File: src/rtl/sr_flag_pkg.sv
// Shared encodings for the SR flag arbiter: opcodes, controller states and requester ids.
package sr_flag_pkg;

    localparam logic [1:0] OP_SET  = 2'b00;
    localparam logic [1:0] OP_CLR  = 2'b01;
    localparam logic [1:0] OP_TGL  = 2'b10;
    localparam logic [1:0] OP_READ = 2'b11;

    localparam logic [1:0] ST_IDLE = 2'd0;
    localparam logic [1:0] ST_EXEC = 2'd1;
    localparam logic [1:0] ST_DONE = 2'd2;

    localparam logic REQ_A = 1'b0;
    localparam logic REQ_B = 1'b1;

    // Round-robin pointer moves to whichever requester was not just served.
    function automatic logic next_prio(input logic granted);
        return (granted == REQ_A) ? REQ_B : REQ_A;
    endfunction

endpackage

File: src/rtl/sr_flag_bank.sv
// Bank of NUM_FLAGS set/reset flops; s=r=1 is kept out by the controller.
module sr_flag_bank
    import sr_flag_pkg::*;
#(
    parameter int NUM_FLAGS = 8
) (
    input  logic                 clk,
    input  logic                 rst_n,
    input  logic [NUM_FLAGS-1:0] s_vec,
    input  logic [NUM_FLAGS-1:0] r_vec,
    output logic [NUM_FLAGS-1:0] q
);

    logic [NUM_FLAGS-1:0] q_q;
    logic [NUM_FLAGS-1:0] q_d;

    always_comb begin
        q_d = (q_q | s_vec) & ~r_vec;
    end

    always_ff @(posedge clk) begin
        if (!rst_n) begin
            q_q <= '0;
        end else begin
            q_q <= q_d;
        end
    end

    assign q = q_q;

    a_no_sr_clash: assert property (@(posedge clk) disable iff (!rst_n)
        (s_vec & r_vec) == '0);

endmodule

File: src/rtl/sr_flag_arbiter.sv
// Round-robin arbiter sharing an SR flag bank between requesters A and B.
module sr_flag_arbiter
    import sr_flag_pkg::*;
#(
    parameter int NUM_FLAGS = 8,
    parameter int IDX_W     = $clog2(NUM_FLAGS)
) (
    input  logic                 clk,
    input  logic                 rst_n,
    input  logic                 a_valid,
    output logic                 a_ready,
    input  logic [1:0]           a_op,
    input  logic [IDX_W-1:0]     a_idx,
    output logic                 a_done,
    output logic                 a_err,
    output logic                 a_rdata,
    input  logic                 b_valid,
    output logic                 b_ready,
    input  logic [1:0]           b_op,
    input  logic [IDX_W-1:0]     b_idx,
    output logic                 b_done,
    output logic                 b_err,
    output logic                 b_rdata,
    output logic [NUM_FLAGS-1:0] flags
);

    localparam logic [IDX_W:0] NF_LIM = NUM_FLAGS[IDX_W:0];

    logic [1:0]           state_q, state_d;
    logic                 prio_q, prio_d;
    logic                 owner_q, owner_d;
    logic [1:0]           op_q, op_d;
    logic [IDX_W-1:0]     idx_q, idx_d;

    logic                 grant_a;
    logic                 grant_b;
    logic                 idx_ok;
    logic                 in_done;
    logic                 rd_bit;
    logic [NUM_FLAGS-1:0] s_vec;
    logic [NUM_FLAGS-1:0] r_vec;

    // Ready doubles as the grant, so only the winner ever sees it.
    always_comb begin
        grant_a = 1'b0;
        grant_b = 1'b0;
        if (state_q == ST_IDLE) begin
            if (a_valid && (!b_valid || prio_q == REQ_A)) begin
                grant_a = 1'b1;
            end else if (b_valid) begin
                grant_b = 1'b1;
            end
        end
    end

    assign a_ready = grant_a;
    assign b_ready = grant_b;

    always_comb begin
        state_d = state_q;
        prio_d  = prio_q;
        owner_d = owner_q;
        op_d    = op_q;
        idx_d   = idx_q;
        case (state_q)
            ST_IDLE: begin
                if (grant_a || grant_b) begin
                    state_d = ST_EXEC;
                    owner_d = grant_b ? REQ_B : REQ_A;
                    op_d    = grant_b ? b_op : a_op;
                    idx_d   = grant_b ? b_idx : a_idx;
                    prio_d  = next_prio(grant_b ? REQ_B : REQ_A);
                end
            end
            ST_EXEC: state_d = ST_DONE;
            ST_DONE: state_d = ST_IDLE;
            default: state_d = ST_IDLE;
        endcase
    end

    always_ff @(posedge clk) begin
        if (!rst_n) begin
            state_q <= ST_IDLE;
            prio_q  <= REQ_A;
            owner_q <= REQ_A;
            op_q    <= OP_READ;
            idx_q   <= '0;
        end else begin
            state_q <= state_d;
            prio_q  <= prio_d;
            owner_q <= owner_d;
            op_q    <= op_d;
            idx_q   <= idx_d;
        end
    end

    assign idx_ok = ({1'b0, idx_q} < NF_LIM);

    // Toggle drives exactly one of s/r from the current q, never both.
    always_comb begin
        s_vec = '0;
        r_vec = '0;
        if (state_q == ST_EXEC && idx_ok) begin
            case (op_q)
                OP_SET: s_vec[idx_q] = 1'b1;
                OP_CLR: r_vec[idx_q] = 1'b1;
                OP_TGL: begin
                    s_vec[idx_q] = ~flags[idx_q];
                    r_vec[idx_q] = flags[idx_q];
                end
                OP_READ: begin
                end
                default: begin
                end
            endcase
        end
    end

    sr_flag_bank #(
        .NUM_FLAGS(NUM_FLAGS)
    ) u_bank (
        .clk  (clk),
        .rst_n(rst_n),
        .s_vec(s_vec),
        .r_vec(r_vec),
        .q    (flags)
    );

    always_comb begin
        in_done = (state_q == ST_DONE);
        rd_bit  = idx_ok ? flags[idx_q] : 1'b0;
        a_done  = in_done && (owner_q == REQ_A);
        b_done  = in_done && (owner_q == REQ_B);
        a_err   = a_done && !idx_ok;
        b_err   = b_done && !idx_ok;
        a_rdata = a_done && rd_bit;
        b_rdata = b_done && rd_bit;
    end

    a_sr_disjoint: assert property (@(posedge clk) disable iff (!rst_n)
        (s_vec & r_vec) == '0);
    a_sr_onehot: assert property (@(posedge clk) disable iff (!rst_n)
        $onehot0(s_vec | r_vec));
    a_ready_excl: assert property (@(posedge clk) disable iff (!rst_n)
        !(a_ready && b_ready));
    a_done_excl: assert property (@(posedge clk) disable iff (!rst_n)
        !(a_done && b_done));

endmodule
File: config.mk
export PLATFORM = sky130hd
export DESIGN_NAME = sr_flag_arbiter
export DESIGN_NICKNAME = d
export VERILOG_FILES = /design/src/rtl/sr_flag_pkg.sv /design/src/rtl/sr_flag_bank.sv /design/src/rtl/sr_flag_arbiter.sv
export SDC_FILE = /design/constraint.sdc
export NUM_CORES = 1
export LEC_CHECK = 0
export CAP_MARGIN = 20
export CORE_UTILIZATION = 47
export CTS_CLUSTER_DIAMETER = 30
export DETAILED_ROUTE_END_ITERATION = 16
export PLACE_DENSITY = 0.89
export SLEW_MARGIN = 40
export SYNTH_ARGS = -nofsm -noshare
export SYNTH_HDL_FRONTEND = slang
export SYNTH_SLANG_ARGS = --single-unit
File: constraint.sdc
create_clock -name clk -period 2.2 [get_ports clk]
set_clock_uncertainty 0.2 [all_clocks]
set_input_delay 0.33 -clock clk [delete_from_list [all_inputs] [get_ports clk]]
set_output_delay 0.33 -clock clk [all_outputs]
set_load 0.05 [all_outputs]
==> results of run 1 <==
worst min-delay path: stages, from the launching register on:
cell     delay, ns
dfxtp_1       0.33
nand2_1       0.06
a21oi_1       0.06
path summary, 6_finish.rpt:
| path | start | slack, ns | to | depth (start not counted) |
|---|---|---|---|---|
| min | prio_q$_SDFFE_PN0P_ | 0.29 | prio_q$_SDFFE_PN0P_ | 2 |
| min reg2reg | prio_q$_SDFFE_PN0P_ | 0.29 | prio_q$_SDFFE_PN0P_ | 2 |
| max | idx_q[0]$_SDFFE_PN0P_ | 0.05 | a_rdata | 5 |
| max reg2reg | op_q[1]$_SDFFE_PN1P_ | 0.23 | u_bank.q[3]$_SDFF_PN0_ | 7 |
per-layer routing:
layer	vias up	routed length (um)	track usage, %	part of all wire (%)
met5	-	0	0	0
met4	0	52	6.48	1.8
met3	8	176	5.76	6.2
met2	54	1510	42.9	53
met1	523	1120	27.0	39
li1	559	-	-	-
where the power goes:
part	internal, mW	switching (mW)	total (mW)
registers	0.333	0.0304	0.363
logic	0.142	0.183	0.326
clock network	0.0707	0.102	0.173
logic make-up (layout without fill, tap and decap cells):
group,after synthesis,in the layout
adder cells (fa/ha/maj),3,3
multiplexers,9,9
buffers and inverters,18,52
AO/OA/AOI/OAI,35,35
other,1,2
AND/OR/NAND/NOR,58,58
flip-flops,17,17
Yosys cell counts (all sizes together) (4+ instances only):
cell type | count | area (um^2)
nor2 | 18 | 70.1
dfxtp | 17 | 340
a21oi | 14 | 73.8
nand2 | 11 | 41.3
o21ai | 9 | 45.0
buf | 8 | 56.3
inv | 8 | 30.0
a311oi | 7 | 61.3
mux2i | 7 | 70.1
nand2b | 5 | 31.3
nand3 | 4 | 25.0
nor2b | 4 | 25.0
nor3 | 4 | 20.0
placed cells by master (no fill, tap or decap), drive strengths merged:
| cell | netlist | routed |
|---|---|---|
| a311oi | 7 | 7 |
| o22a | 1 | 1 |
| and3 | 3 | 3 |
| o21ai | 9 | 9 |
| and3b | 1 | 1 |
| and2 | 3 | 3 |
| or3b | 1 | 1 |
| nor2b | 4 | 4 |
| nand3 | 4 | 4 |
| a31oi | 1 | 1 |
| a21oi | 14 | 14 |
| a211oi | 3 | 3 |
| nand2 | 11 | 11 |
| mux2 | 2 | 2 |
| nand2b | 5 | 5 |
| dfxtp | 17 | 17 |
| nor3 | 4 | 4 |
| nor2 | 18 | 18 |
| mux2i | 7 | 7 |
| ha | 3 | 3 |
| buf | 8 | 17 |
| clkbuf | 2 | 6 |
| clkdlybuf4s50 | 0 | 21 |
| nor3b | 2 | 2 |
| nand3b | 2 | 2 |
| inv | 8 | 8 |
| conb | 1 | 2 |
layout make-up:
type / count / area [um^2] / share of cell area (%)
multi-input cells: 107 / 682 / 45.3
inverters: 8 / 30.0 / 2.00
clock buffers: 4 / 26.3 / 1.75
repair buffers: 40 / 380 / 25.3
well taps: 28 / 35.0 / 2.33
flip-flops and latches: 17 / 352 / 23.4
registers in the layout (all words and copies together) (netlist names):
name      flops
idx_q         3
prio_q        1
u_bank.q      8
owner_q       1
op_q          2
state_q       2
repair_timing:
action	CTS	global route
hold buffers	0	0
pin swaps	0	1
gates resized for setup	7	3
buffers inserted	0	7
setup endpoints to repair	2	2
cloned	0	0
==> out/qor.yml, run 1 <==
floorplanning:
  fp.dieArea_um2: 2530
  die_h_um: 50.3
  core_area_um2: 2210
  pin_count: 30
  rows: 17
  die_w_um: 50.3
  initial_utilization_pct: 49.6
detailed_routing:
  num_vias: 1144
  routed_wl_mm: 2.85
  viasPerCell: 5.61
  drc: 0
  wire_per_inst_um: 14.0
  dr.first_iter.drc_count: 34
  drtAntennaViolNets: 0
  firstDrtPassIters: 6
clocking:
  clk_latency_ns: 0.30
  htree_levels: 1
  ctsRootBufferMaster: "clkbuf_4"
  cts_buffers: 3
  max-clock-path-buffers: 2
  cts_tree: "done"
  cts_sinks: 17
  clk_pin_slew_ns: 0.10
logic_synthesis:
  synthCells: 141
  synth_warnings: 0
  synth_top_family_by_area: "simple AND/OR/NAND/NOR gates"
  synth_xor_area_share_pct: 0
  ys_ff_latch: 17
  avgSynthCellArea_um2: 7.78
  synthAdderAreaFrac_pct: 3.42
  ys_seq_area_share_pct: 31.0
  netlist-cell-type-count: 35
  syn-cell-area_um2: 1100
  synthFlopType: "dfxtp_1"
  synth_edf_count: 0
  synthArstFlopShare_pct: 0
  synthMuxAreaShare_pct: 8.44
  synth_compound_area_share_pct: 20.0
  synth-simple-area-share_pct: 28.2
global_route:
  track_usage_pct: 23.5
  grt_start_max_net_pins: 14
  antenna_found_initial: 0
  grt_pass1_vias: 1025
  grt_pass1_wl_mm: 4.51
  grt.overflow.total: 0
placement:
  dpl_cell_area_um2: 1410
  post-dp-hpwl_mm: 2.08
  pre_cts_ws_ns: 0.168
  io_buffers: 27
  place_inst: 193
  gp_congestion: 0.872
worst_setup_path:
  end_kind: "primary output"
  crit_family: "simple AND/OR/NAND/NOR gates"
  path_buf_inv: 1
  worstPathMaxFanout: 7
  crit_path_max_incr_delay_ns: 0.38
  cp_slowest_cell: "dfxtp_4"
  path_cells: "nand3b_1 -> o22a_2 -> and2_4 -> nor2b_2 -> buf_6"
  path_class: "reg2out"
  cp-start-kind: "flip-flop"
  arrival_ns: 1.62
  worstPathRequired_ns: 1.67
sta:
  setup_slack_ns: 0.0515
  finalSetupViolations: 0
  period_share_pct: 97.7
  slew_violations: 0
  finalCriticalPeriod_ns: 2.15
  hold_ws_ns: 0.290
  finalSetupTns_ns: 0
  tightest_slew_ns: 0.518
  slew-limit-headroom_pct: 65.2
  timing.fmax_mhz: 465
  final_hold_viol_count: 0
power:
  ir_drop_uv: 407
  cellPowerDensity_nw_per_um2: 573
  leakage_nw: 0.655
  finalPower_uw: 862
layout:
  n_antenna_cell: 0
  final_cell_area_um2: 1510
  area_growth_pct: 37.2
  num-fill-cells: 181
  final_core_util_pct: 68.0
  finalNonFillerCells: 204
  drive_gt1_share_pct: 20.5
  num-nets-final: 194
run_status:
  status: "complete, no violations"
min_path:
  hp-class: "reg2reg"
flow_run:
  drv_cap: 0
Power figures use the tool's default switching activity.
==> run 2, diff against run 1 <==
--- a/config.mk
+++ b/config.mk
@@ -10,7 +10,7 @@
 export CTS_CLUSTER_DIAMETER = 30
 export DETAILED_ROUTE_END_ITERATION = 16
 export PLACE_DENSITY = 0.89
-export SLEW_MARGIN = 40
+export SLEW_MARGIN = 20
 export SYNTH_ARGS = -nofsm -noshare
 export SYNTH_HDL_FRONTEND = slang
 export SYNTH_SLANG_ARGS = --single-unit
==> results of run 2 <==
Final layout, timing and power as in run 1 (identical DEF).
